[src/rtl/if_prefetch_pkg.sv]
// ============================================================================
// if_prefetch_pkg : shared types and helpers for the instruction prefetcher
// Rev 1.0
// ============================================================================
`default_nettype none

package if_prefetch_pkg;

  typedef enum logic [0:0] {
    IF_FETCH = 1'b0,
    IF_DRAIN = 1'b1
  } if_state_e;

  localparam int PC_STEP = 4;

  // Counter width able to hold 0..DEPTH inclusive.
  function automatic int cnt_w(input int depth);
    return $clog2(depth) + 1;
  endfunction

endpackage

`default_nettype wire

[src/rtl/if_fifo.sv]
// ============================================================================
// if_fifo : synchronous FIFO with clear, registered head, wrap-bit pointers
// Rev 1.0
// ============================================================================
`default_nettype none

module if_fifo #(
  parameter  int WIDTH = 64,
  parameter  int DEPTH = 4,
  localparam int PTR_W = $clog2(DEPTH) + 1
) (
  input  logic             clk,
  input  logic             rst,
  input  logic             clear_i,
  input  logic             push_i,
  input  logic [WIDTH-1:0] push_data_i,
  input  logic             pop_i,
  output logic [WIDTH-1:0] head_o,
  output logic             empty_o,
  output logic [PTR_W-1:0] count_o
);

  localparam int IDX_W = $clog2(DEPTH);

  logic [WIDTH-1:0] mem_q [DEPTH];
  logic [WIDTH-1:0] mem_d [DEPTH];
  logic [PTR_W-1:0] wr_ptr_q, wr_ptr_d;
  logic [PTR_W-1:0] rd_ptr_q, rd_ptr_d;
  logic             full;
  logic             do_push;
  logic             do_pop;

  assign empty_o = (wr_ptr_q == rd_ptr_q);
  assign full    = (wr_ptr_q[IDX_W-1:0] == rd_ptr_q[IDX_W-1:0]) &&
                   (wr_ptr_q[IDX_W] != rd_ptr_q[IDX_W]);
  assign count_o = wr_ptr_q - rd_ptr_q;
  assign head_o  = mem_q[rd_ptr_q[IDX_W-1:0]];

  always_comb begin
    mem_d    = mem_q;
    wr_ptr_d = wr_ptr_q;
    rd_ptr_d = rd_ptr_q;
    do_pop   = pop_i && !empty_o;
    do_push  = push_i && (!full || do_pop);
    if (clear_i) begin
      rd_ptr_d = wr_ptr_q;
    end else begin
      if (do_push) begin
        mem_d[wr_ptr_q[IDX_W-1:0]] = push_data_i;
        wr_ptr_d = wr_ptr_q + PTR_W'(1);
      end
      if (do_pop) begin
        rd_ptr_d = rd_ptr_q + PTR_W'(1);
      end
    end
  end

  always_ff @(posedge clk or posedge rst) begin
    if (rst) begin
      wr_ptr_q <= '0;
      rd_ptr_q <= '0;
      for (int i = 0; i < DEPTH; i++) begin
        mem_q[i] <= '0;
      end
    end else begin
      wr_ptr_q <= wr_ptr_d;
      rd_ptr_q <= rd_ptr_d;
      mem_q    <= mem_d;
    end
  end

  // The credit rule upstream must never let a push land on a full FIFO.
  a_no_overflow : assert property (@(posedge clk) disable iff (rst)
    !(push_i && full && !pop_i && !clear_i));

endmodule

`default_nettype wire

[src/rtl/if_prefetch.sv]
// ============================================================================
// if_prefetch : credit-limited instruction prefetcher with redirect and drain
// Optional same-cycle ROM->ID bypass enabled by defining IF_BYPASS_EN.
// Rev 1.0
// ============================================================================
`default_nettype none

module if_prefetch
  import if_prefetch_pkg::*;
#(
  parameter int                ADDR_W   = 32,
  parameter int                DATA_W   = 32,
  parameter int                DEPTH    = 4,
  parameter logic [ADDR_W-1:0] RESET_PC = '0
) (
  input  logic              clk,
  input  logic              rst,
  output logic              rom_ce_o,
  output logic [ADDR_W-1:0] rom_addr_o,
  input  logic              rom_valid_i,
  input  logic [DATA_W-1:0] rom_data_i,
  output logic              inst_valid_o,
  output logic [DATA_W-1:0] inst_o,
  output logic [ADDR_W-1:0] inst_pc_o,
  input  logic              inst_ready_i,
  input  logic              redirect_i,
  input  logic [ADDR_W-1:0] redirect_pc_i
);

  localparam int CNT_W = cnt_w(DEPTH);

  if_state_e         state_q, state_d;
  logic              run_q, run_d;
  logic [ADDR_W-1:0] fetch_pc_q, fetch_pc_d;
  logic [ADDR_W-1:0] resp_pc_q, resp_pc_d;
  logic [CNT_W-1:0]  outstanding_q, outstanding_d;
  logic [CNT_W-1:0]  drop_q, drop_d;

  logic [ADDR_W+DATA_W-1:0] fifo_head;
  logic                     fifo_empty;
  logic [CNT_W-1:0]         fifo_count;
  logic                     fifo_push;
  logic [CNT_W:0]           credit_used;
  logic                     issue;
  logic                     resp_keep;
  logic                     byp_take;

  // FIFO occupancy is taken before any pop, so credit is conservative.
  assign credit_used = {1'b0, fifo_count} + {1'b0, outstanding_q};
  assign issue       = run_q && (state_q == IF_FETCH) && !redirect_i &&
                       (credit_used < (CNT_W+1)'(DEPTH));
  assign rom_ce_o    = issue;
  assign rom_addr_o  = fetch_pc_q;
  assign resp_keep   = rom_valid_i && (drop_q == '0) && !redirect_i;

`ifdef IF_BYPASS_EN
  assign byp_take     = fifo_empty && resp_keep && inst_ready_i;
  assign inst_valid_o = !fifo_empty || resp_keep;
  assign inst_pc_o    = (fifo_empty && resp_keep) ? resp_pc_q  : fifo_head[ADDR_W+DATA_W-1:DATA_W];
  assign inst_o       = (fifo_empty && resp_keep) ? rom_data_i : fifo_head[DATA_W-1:0];
`else
  assign byp_take     = 1'b0;
  assign inst_valid_o = !fifo_empty;
  assign inst_pc_o    = fifo_head[ADDR_W+DATA_W-1:DATA_W];
  assign inst_o       = fifo_head[DATA_W-1:0];
`endif

  assign fifo_push = resp_keep && !byp_take;

  if_fifo #(
    .WIDTH (ADDR_W + DATA_W),
    .DEPTH (DEPTH)
  ) u_fifo (
    .clk         (clk),
    .rst         (rst),
    .clear_i     (redirect_i),
    .push_i      (fifo_push),
    .push_data_i ({resp_pc_q, rom_data_i}),
    .pop_i       (inst_ready_i && !redirect_i),
    .head_o      (fifo_head),
    .empty_o     (fifo_empty),
    .count_o     (fifo_count)
  );

  always_comb begin
    state_d       = state_q;
    run_d         = 1'b1;
    fetch_pc_d    = issue ? fetch_pc_q + ADDR_W'(PC_STEP) : fetch_pc_q;
    resp_pc_d     = resp_keep ? resp_pc_q + ADDR_W'(PC_STEP) : resp_pc_q;
    outstanding_d = outstanding_q + CNT_W'(issue) - CNT_W'(rom_valid_i);
    drop_d        = drop_q;
    if (redirect_i) begin
      // Everything still in flight after this edge belongs to the old path.
      fetch_pc_d = redirect_pc_i;
      resp_pc_d  = redirect_pc_i;
      drop_d     = outstanding_d;
      state_d    = (outstanding_d != '0) ? IF_DRAIN : IF_FETCH;
    end else if (rom_valid_i && (drop_q != '0)) begin
      drop_d = drop_q - CNT_W'(1);
      if (drop_q == CNT_W'(1)) begin
        state_d = IF_FETCH;
      end
    end
  end

  always_ff @(posedge clk or posedge rst) begin
    if (rst) begin
      state_q       <= IF_FETCH;
      run_q         <= 1'b0;
      fetch_pc_q    <= RESET_PC;
      resp_pc_q     <= RESET_PC;
      outstanding_q <= '0;
      drop_q        <= '0;
    end else begin
      state_q       <= state_d;
      run_q         <= run_d;
      fetch_pc_q    <= fetch_pc_d;
      resp_pc_q     <= resp_pc_d;
      outstanding_q <= outstanding_d;
      drop_q        <= drop_d;
    end
  end

endmodule

`default_nettype wire

[config.mk]
export PLATFORM = sky130hd
export DESIGN_NAME = if_prefetch
export DESIGN_NICKNAME = d
export VERILOG_FILES = /design/src/rtl/if_prefetch_pkg.sv /design/src/rtl/if_fifo.sv /design/src/rtl/if_prefetch.sv
export SDC_FILE = /design/constraint.sdc
export NUM_CORES = 1
export LEC_CHECK = 0
export ABC_AREA = 1
export CAP_MARGIN = 10
export CORE_ASPECT_RATIO = 1.5
export CORE_MARGIN = 2
export CORE_UTILIZATION = 40
export DETAILED_ROUTE_END_ITERATION = 10
export PLACE_DENSITY = 0.62
export SYNTH_ARGS = -nofsm -noshare
export SYNTH_HDL_FRONTEND = slang
export SYNTH_SLANG_ARGS = --single-unit
[constraint.sdc]
create_clock -name clk -period 14.5 [get_ports clk]
set_clock_uncertainty 0.15 [all_clocks]
set_input_delay 2.9 -clock clk [delete_from_list [all_inputs] [get_ports clk]]
set_output_delay 2.9 -clock clk [all_outputs]
set_load 0.005 [all_outputs]
# [Word-level counts from Yosys, hierarchy flattened]
# Index checks and enable logic that the tools add are counted.
# Widths: inputs -> output; s select.
[totals] regBits=334 in_bits=69 elab_cells=76
[op_classes] n_addsub=9 order_cmp=4 eq_ne=4 muxes=18 bitwise_logic=4 reduce_logical=25
[op_table] operator="$bwmux 256" n=1
[op_table] operator="$mux 64" n=3
[op_table] operator="$bmux 64 s2" n=1
[op_table] operator="$demux 64 s2" n=1
[op_table] operator="$mux 32" n=4
[op_table] operator="$add 32x3->32 const B" n=2
[op_table] operator="$mux 3" n=4
[op_table] operator="$logic_and 1x1->1" n=11
[op_table] operator="$reduce_bool 2->1" n=5
[op_table] operator="$add 3x1->3 const B" n=2
[op_table] operator="$ge 3x3->1 const B" n=2
[op_table] operator="$not 2->3" n=2
[op_table] operator="$reduce_bool 3->1" n=2
[op_table] operator="$add 3x3->4" n=1
[op_table] operator="$lt 4x3->1 const B" n=1
[op_table] operator="$mux 1" n=4
[op_table] operator="$reduce_and 2->1" n=2
[op_table] operator="$add 3x1->3" n=1
[op_table] operator="$eq 3x1->1 const B" n=1
[op_table] operator="$eq 3x3->1" n=1
[op_table] operator="$logic_not 1->1" n=3
[op_table] operator="$logic_not 3->1" n=1
[op_table] operator="$lt 3x1->1 const B" n=1
[op_table] operator="$sub 3x1->3" n=1
[op_table] operator="other kinds (6)" n=7

# [Longest topological paths before layout]
[depth] word_depth=9 depth_mapped=16

# [Cells and area by module]
# A second synthesis with hierarchy kept.
[unflattened] cells_unflattened=2323 area_unflattened_um2=17753.3
[modules_own_cells] mod="if_fifo" instances=1 cells_per_inst=1567 area_per_inst_um2=12828.6 seq_area_each_um2=6556.3
[modules_own_cells] mod="if_prefetch" instances=1 cells_per_inst=756 area_per_inst_um2=4924.7 seq_area_each_um2=1801.7

# [Worst setup path before layout]
# OpenSTA, ideal clock, no wires.
[synth_timing] path_kind="input-to-output" startpoint="input redirect_i" endpoint="output rom_ce_o" arrival_ps=3557 path_slack_ps=7893 stages=4 path_buffers=1 cell_sequence="nor2_1 -> nand3_1 -> nor2_2 -> buf_2"
[synth_between] elab_chain_len=3
[synth_rtl] element="from (decl)" line="if_prefetch.sv:26" source="input logic redirect_i,"
[synth_rtl] element="$logic_not 1->1" line="if_prefetch.sv:50" source="assign issue = run_q && (state_q == IF_FETCH) && !redirect_i &&"
[synth_rtl] element="$logic_and 1x1->1 (2 in a row)" line="if_prefetch.sv:50"
[synth_rtl] element="to (decl)" line="if_prefetch.sv:18" source="output logic rom_ce_o,"
# No other way between the ends.

# [Final worst setup path]
# Ends and elaborated chain as after synthesis.

==> flow_metrics.env <==
export IMPL_htree_levels=2
export IMPL_timing_rr_end="state_q"
export IMPL_cp_max_fo=49
export IMPL_switching_share_pct=35.40
export IMPL_power_density_nw_per_um2=200.7
export IMPL_avgSynthCellArea_um2=7.926
export IMPL_grt_max_degree=135
export IMPL_fillers=3878
export IMPL_p_int_mw=2.495
export IMPL_final_setup_tns_ns=0
export IMPL_power_switching_mw=1.367
export IMPL_num_rows=90
export IMPL_most_common_layout_cells="nand2_1 (592), o21ai_0 (387), dfrtp_1 (332), nor2_1 (215), clkdlybuf4s50_1 (165)"
export IMPL_yosysTopAreaCellShare_pct=51.82
export IMPL_cts_repair_resized=0
export IMPL_clockBufferDepth=3
export IMPL_yosysTopAreaCell="dfrtp_1"
export IMPL_finalSetupViolCount=0
export IMPL_cts_tree="built"
export IMPL_reg2reg_slack_ns=10.48
export IMPL_drive_gt1_share_pct=4.246
export IMPL_combPwrFrac_pct=36.8
export IMPL_routed_wl_mm=44.09
export IMPL_clockRootBuffer="clkbuf_16"
export IMPL_tightest_slew_ns=1.123
export IMPL_vias=14079
export IMPL_first_pass_iters=5
export IMPL_hold_class="flip-flop to flip-flop"
export IMPL_fp_dieW_um=168.0
export IMPL_place_gp_congestion=0.8914
export IMPL_max_slew_margin_pct=25.11
export IMPL_synth_seq_cells=334
export IMPL_synth_nets=2122
export IMPL_fin_crit_sh_pct=52.55
export IMPL_routedWlPerCell_um=16.50
export IMPL_peakVddDrop_uv=77.69
export IMPL_syn_area_um2=16130
export IMPL_clk_pin_slew_ns=0.06
export IMPL_io_buffers=166
export IMPL_die_area_um2=41980
export IMPL_viasPerCell=5.267
export IMPL_leakagePower_nw=8.794
export IMPL_ant_nets=0
export IMPL_min_period_ns=7.620
export IMPL_holdWs_ns=0.3290
export IMPL_cts_sinks=334
export IMPL_seq_area_um2=8363
export IMPL_whs_path_depth=2
export IMPL_synth_seq_area_share_pct=51.82
export IMPL_required_ns=11.45
export IMPL_max_cap_violations=0
export IMPL_start_util_pct=40.35
export IMPL_clkLatencyLatePin_ns=0.53
export IMPL_overflow=0
export IMPL_finish_net_count=2229
export IMPL_p_seq_share_pct=38.6
export IMPL_area_delta_synth_final_pct=19.33
export IMPL_final_hold_violation_count=0
export IMPL_cts_made_buffers=36
export IMPL_grt_antenna_before_repair=0
export IMPL_syn_inst=2035
export IMPL_drc_errors=0
export IMPL_grt_total_usage_pct=21.39
export IMPL_ctsHoldBuffers=0
export IMPL_mostFrequentLayoutCell="nand2_1"
export IMPL_status="complete, no violations"
export IMPL_yosysWarnings=0
export IMPL_core_area_um2=39980
export IMPL_grt_pass1_vias=13991
export IMPL_timing_fmax_ghz=0.1312
export IMPL_whs_endpoint="u_fifo.mem_q[184]"
export IMPL_die_y_um=249.9
export IMPL_rsz0062_at_grt="false"
export IMPL_slew_viol_final=0
export IMPL_cts_setup_buffers=0
export IMPL_synth_distinct_cells=32
export IMPL_holdCritStartpoint="u_fifo.mem_q[184]"
export IMPL_grt_pass1_wl_mm=72.70
export IMPL_place_hpwl_mm=27.85
export IMPL_cp_arrival_ns=4.57
export IMPL_antenna_cells=0
export IMPL_r2r_cells=14
export IMPL_multi_input_comb_area_um2=6733
export IMPL_synth_area_top_cells="dfrtp_1 (52%), nand2_1 (14%), o21ai_0 (12%), nor2_1 (5.0%), inv_1 (3.2%)"
export IMPL_criticalPathCategory="primary input to output pin"
export IMPL_startpoint_type="primary input"
export IMPL_drtIter0Drc=877
export IMPL_critPathCaptureType="output pin"
export IMPL_io_pins=167
export IMPL_crit_reg2reg_launch="u_fifo.rd_ptr_q[0]"
export IMPL_p_clk_share_pct=24.6
sequential cells by signal, indices dropped and copies added (netlist names):
name             flops
u_fifo.mem_q       256
drop_q               3
run_q                1
resp_pc_q           32
rom_addr_o          32
state_q              1
u_fifo.wr_ptr_q      3
outstanding_q        3
u_fifo.rd_ptr_q      3
critical path: stages:
cell	delay [ns]
buf_2	0.10
buf_4	0.28
nor2_1	0.17
nand3_1	0.09
nor2_2	0.11
buf_4	0.31
clkdlybuf4s50_1	0.57
layout make-up:
| class | instances | area share [%] |
|---|---|---|
| inverters | 138 | 2.737 |
| repair buffers | 181 | 9.192 |
| flip-flops and latches | 334 | 43.45 |
| well taps | 506 | 3.289 |
| multi-input cells | 1451 | 34.98 |
| clock inverters | 13 | 0.9231 |
| clock buffers | 50 | 5.428 |
synthesized netlist by cell type:
cell	n
nand2_1	592
o21ai_0	387
dfrtp_1	334
nor2_1	215
inv_1	137
o22ai_1	65
nand3_1	63
buf_2	50
clkbuf_1	44
o21ai_1	28
buf_4	18
xor2_1	17
ha_1	16
o211ai_1	13
a21oi_1	9
xnor2_1	9
nand3b_1	7
nand3_2	5
nand4_1	5
nor2_2	5
nor3_1	4
fa_1	2
a31oi_1	1
conb_1	1
inv_2	1
nand4_4	1
nor2_4	1
o21bai_1	1
o221ai_1	1
o31ai_1	1
or2_2	1
or3_1	1
logic make-up (layout without fill, tap and decap cells):
logic type / Yosys count / after routing / share of synthesized area, %
fa+ha+maj: 18 / 18 / 1.489
flops: 334 / 334 / 51.82
simple gates: 900 / 900 / 22.16
buf+inv: 250 / 382 / 6.625
xor+xnor: 26 / 26 / 1.412
other cells: 1 / 1 / 0.02325
compound gates: 506 / 506 / 16.47
power by group through the flow:
stage | Clock (mW) | Combinational, mW | Sequential, mW
after floorplan | 0 | 0.856 | 1.43
after global placement | 0 | 1.41 | 1.49
after detailed placement | 0 | 1.44 | 1.50
after CTS | 0.978 | 1.44 | 1.49
after global routing | 1.02 | 1.61 | 1.53
final | 0.951 | 1.42 | 1.49
per-stage QoR:
| step | instance area [µm²] | std cells | util (%) | total power [mW] | worst slack [ns] |
|---|---|---|---|---|---|
| 3_5_place_dp | 18020 | 2610 | 45.09 | 2.941 | 6.861 |
| 3_3_place_gp | 18020 | 2610 | 45.09 | 2.896 | 6.856 |
| 2_1_floorplan | 16130 | 2035 | - | 2.288 | 2.197 |
| 5_1_grt | 19250 | 2673 | 48.15 | 4.163 | 6.721 |
| 4_1_cts | 19250 | 2673 | 48.15 | 3.909 | 6.852 |
| 6_report | 19250 | 2673 | 48.15 | 3.862 | 6.880 |
how the worst max path moves through the flow:
stage,start,endpoint,slack (ns),cells after the start
2_1_floorplan,rst,drop_q[0],2.20,1
3_3_place_gp,redirect_i,rom_ce_o,6.86,7
3_5_place_dp,redirect_i,rom_ce_o,6.86,7
4_1_cts,redirect_i,rom_ce_o,6.85,7
5_1_grt,redirect_i,rom_ce_o,6.72,7
6_report,redirect_i,rom_ce_o,6.88,7
layer usage:
layer  up-vias  track usage [%]  wire (µm)
met5         -                0          0
met4         0            10.14       2037
met3        99            2.379       1710
met2       369            36.39      21280
met1      6779            27.21      19060
li1       6832                -          -
No activity file was read; power rests on OpenSTA's default activity.
==> RTL edit 1, RTL diff (config.mk and constraints unchanged) <==
Build with the macro `IF_BYPASS_EN` defined.
--- a/src/rtl/if_prefetch.sv
+++ b/src/rtl/if_prefetch.sv
@@ -4,6 +4,8 @@
 // Rev 1.0
 // ============================================================================
 `default_nettype none
+
+`define IF_BYPASS_EN
 
 module if_prefetch
   import if_prefetch_pkg::*;
Function: changed (a bounded check fails within 4 cycles, from zero or initial values and one cycle with rst high).
==> RTL edit 1 against the original RTL <==
  * Sequential cell count unchanged
  * Routed wire length grew 29%
  * Design area rose by 7.7%
  * Cell count rose by 17%
  * Worst setup slack worse by 1100 ps
  * Fmax is 12% lower
  * Area after synthesis up 10%
  * Total power up 3.4%
  * Critical path type unchanged
  * Critical endpoint is now inst_pc_o[25]
==> RTL edit 1: results (changes against the original RTL) <==
stage,metric,value,unit,change
power,Net Sw Power,1.58,mW,+16%
timing,Max Fclk,115,MHz,-12%
synthesis,Post-Syn Area per Cell,7.21,µm²,-9.1%
power,Switching Fraction,0.396,,+0.0417
placement,DP Area,0.0196,mm²,+9.0%
cells_and_area,Signal buf overhead,0.0886,,-0.00329
cells_and_area,Signal inverters,98,,-29%
worst_setup_path,R2R depth,10,,-4
grt,first-pass GRT wire length,90300,µm,+24%
floorplan,Tap Count,576,,+14%
grt,largest net degree at the start of global routing,113,,-16%
cells_and_area,Filler cells,4328,,+12%
cells_and_area,Layout Cells excl Fill,3121,,+17%
cells_and_area,multi-input gate count,1863,,+28%
drt,met3 routed WL,3320,µm,+94%
grt,met1 Use GR,0.319,,+0.0466
drt,total number of vias,16892,,+20%
worst_setup_path,r2r setup slk,10040,ps,-440 ps
outcome,outcome,"complete, no violations",,
power,Leak,10.3,nW,+17%
worst_setup_path,CP max stage delay,540,ps,-30 ps
synthesis,Synth area leaders,"dfrtp_1 (47%), nand2_1 (19%), nand3_1 (8.5%), nor2_1 (7.0%), o21ai_0 (5.1%)",,
grt,met2 Usage GRT,0.427,,+0.0630
power,Clk power,0.879,mW,-7.6%
drt,WL met1,23400,µm,+23%
grt,Tot GR Track Use,0.247,,+0.0331
synthesis,post-synthesis cell type count,35,,+9.4%
power,sequential share of power,0.370,,-0.016
worst_setup_path,Crit Path Max Fanout,112,,+130%
cells_and_area,Non-CTS buffers,190,,+5.0%
placement,pre-CTS setup slack,5830,ps,-1040 ps
timing,Fin Hold WS,320,ps,-8.81 ps
RTL edit 1: cell count changes in the layout (fill, tap and decap cells not counted), moves of 9 or more:
| cell | unedited run | this run |
|---|---|---|
| nor2_1 | 215 | 328 |
| o22ai_1 | 65 | 29 |
| o21ai_0 | 387 | 182 |
| o21ai_1 | 28 | 1 |
| a31oi_1 | 1 | 38 |
| inv_1 | 134 | 90 |
| nand3_1 | 63 | 301 |
| nand2_1 | 592 | 877 |
| buf_4 | 15 | 24 |
RTL edit 1: cell families after synthesis:
| family | synth area share |
|---|---|
| AOI/OAI and AO/OA | 0.0867 |
| xor gates and xnor gates | 0.0143 |
| adders and majority gates | 0.0135 |
| buffers and inverters | 0.0621 |
| DFF | 0.470 |
| muxes | 0.00127 |
| other | 0.000211 |
| and+or+nand+nor | 0.352 |
RTL edit 1: tightest hold or removal path, delay by kind of cell, from the launching register on:
kind             cells  cell delay, ps
and+or+nand+nor      2             100
DFF                  1             340
==> RTL edit 2, RTL diff (config.mk and constraints unchanged) <==
Made on the original files. Make the reset (`rst`) synchronous in 2 clocked blocks.
--- a/src/rtl/if_fifo.sv
+++ b/src/rtl/if_fifo.sv
@@ -55,7 +55,7 @@
     end
   end
 
-  always_ff @(posedge clk or posedge rst) begin
+  always_ff @(posedge clk) begin
     if (rst) begin
       wr_ptr_q <= '0;
       rd_ptr_q <= '0;
--- a/src/rtl/if_prefetch.sv
+++ b/src/rtl/if_prefetch.sv
@@ -103,7 +103,7 @@
     end
   end
 
-  always_ff @(posedge clk or posedge rst) begin
+  always_ff @(posedge clk) begin
     if (rst) begin
       state_q       <= IF_FETCH;
       run_q         <= 1'b0;
Check against the original RTL: differs if rst is asserted again (counterexample within 4 cycles, from zero or initial values and one cycle with rst high); with rst held inactive, the same outputs for 4 cycles.
==> RTL edit 2 against the original RTL <==
  * Routed wire length rose by 17%
  * Worst setup slack got worse by 220 ps
  * Design area fell by 2.2%
  * Area after synthesis rose by 0.64%
  * Utilization fell by 1.2 points
  * Sequential cell count did not move
  * Sequential share of layout area fell by 7.9 points
  * Hold slack got worse by 21 ps
  * Count of clock-buffer cells in the layout rose by 1
  * Critical path type unchanged
  * Largest cell class is now multi-input gates
Power is not compared: it rests on default switching activity, and its combinational part moved more than twofold at a synthesized area within 25%.
==> RTL edit 2: results (changes against the original RTL) <==
stage,metric,value,unit,change
outcome,outcome,"complete, no violations",,
cells_and_area,Filler cells,4008,,+3.4%
grt,vias in the first global route,15447,,+10%
timing,Max-slew headroom,0.209,,-0.0417
drt,Iter 0 DRT Violations,1585,,+81%
hold_path,Hold Path End,u_fifo.mem_q[135]$_SDFFE_PP0P_,,
synthesis,post-synthesis cell type count,37,,+16%
worst_setup_path,CP max stage delay,650,ps,+80 ps
synthesis,ys flop type,dfxtp_1,,
synthesis,Synth area leaders,"dfxtp_1 (41%), nand2_1 (11%), nand3_1 (9.9%), a21oi_1 (9.9%), o21ai_0 (5.7%)",,
synthesis,ys async rst share,0,,-1.00
worst_setup_path,Crit Path Max Fanout,22,,-55%
drt,Routed WL,51800,µm,+17%
worst_setup_path,r2r setup slk,9830,ps,-650 ps
placement,dpl hpwl,29600,µm,+6.1%
grt,largest net degree at the start of global routing,145,,+7.4%
drt,routed vias/inst,5.65,,+7.2%
synthesis,syn_nets,2436,,+15%
grt,first-pass GRT wire length,82400,µm,+13%
placement,pre-CTS setup slack,6660,ps,-200 ps
worst_setup_path,"Slowest-stage cell, CP",inv_1,,
cells_and_area,share of cells above drive strength 1,0.0435,,+0.00108
worst_setup_path,worst r2r src,u_fifo.rd_ptr_q[1]$_SDFFE_PP0P_,,
timing,Max Fclk,128,MHz,-2.8%
cells_and_area,nets@finish,2450,,+9.9%
grt,Tot GR Track Use,0.238,,+0.0240
worst_setup_path,CP arrival,4790,ps,+220 ps
worst_setup_path,Reg-to-Reg End,state_q$_SDFFE_PP0P_,,
worst_setup_path,R2R depth,15,,+1
synthesis,sequential share of the synthesized area,0.412,,-0.106
## RTL edit 2: changes by cell type after synthesis, moves of 70 or more
cell,delta
nand3_1,+259
dfxtp_1,+334
dfrtp_1,-334
a21oi_1,+312
nand2_1,-106
clkbuf_1,+70
o21ai_0,-203
## RTL edit 2: worst max-delay path by stage
| stage | depth (start not counted) | end | start |
|---|---|---|---|
| finish | 7 | rom_ce_o | redirect_i |
| detailed placement | 7 | rom_ce_o | redirect_i |
| global placement | 7 | rom_ce_o | redirect_i |
| global route | 7 | rom_ce_o | redirect_i |
| CTS | 7 | rom_ce_o | redirect_i |
| floorplan | 7 | rom_ce_o | redirect_i |
## RTL edit 2: area by class of cell
type | instances | share of cell area
Tap cell | 506 | 0.0336
Multi-Input combinational cell | 1699 | 0.429
Inverter | 111 | 0.0226
Clock inverter | 13 | 0.00864
Clock buffer | 51 | 0.0562
Timing Repair Buffer | 181 | 0.0941
Sequential cell | 334 | 0.355
## RTL edit 2: logic make-up after synthesis
group,Yosys count,share of synthesized area
AND/OR/NAND/NOR,1064,0.280
flip-flops,334,0.412
AO/OA/AOI/OAI,598,0.193
XOR/XNOR,19,0.0103
buffers and inverters,316,0.0908
adder cells (fa/ha/maj),18,0.0148
## RTL edit 2: per-stage QoR
step | util | instance area [µm²] | std cells | power [mW] | hold WS [ps]
global placement | 0.439 | 17600 | 2831 | 1.44 | 295
floorplan | - | 16200 | 2349 | 1.27 | 286
detailed placement | 0.439 | 17600 | 2831 | 1.44 | 299
finish | 0.470 | 18800 | 2895 | 2.38 | 308
global route | 0.470 | 18800 | 2895 | 2.48 | 323
CTS | 0.470 | 18800 | 2895 | 2.39 | 308
## RTL edit 2: report_power, final
part           switching, mW  total [mW]  leakage (nW)  internal [mW]
Sequential            0.0519        1.01          2.71          0.953
Combinational          0.259       0.417          3.32          0.157
Clock                  0.388       0.954         0.593          0.565
Total                  0.700        2.38          6.63           1.68
## RTL edit 2: routing by layer
metal,GRT usage,share of wire
met1,0.299,0.42
met2,0.414,0.49
met3,0.0311,0.058
met4,0.0887,0.031
met5,0,0
## RTL edit 2: worst max-delay path, delay by kind of cell
| kind | cells | cell delay (ps) |
|---|---|---|
| buf+inv | 4 | 1490 |
| simple gates | 3 | 380 |
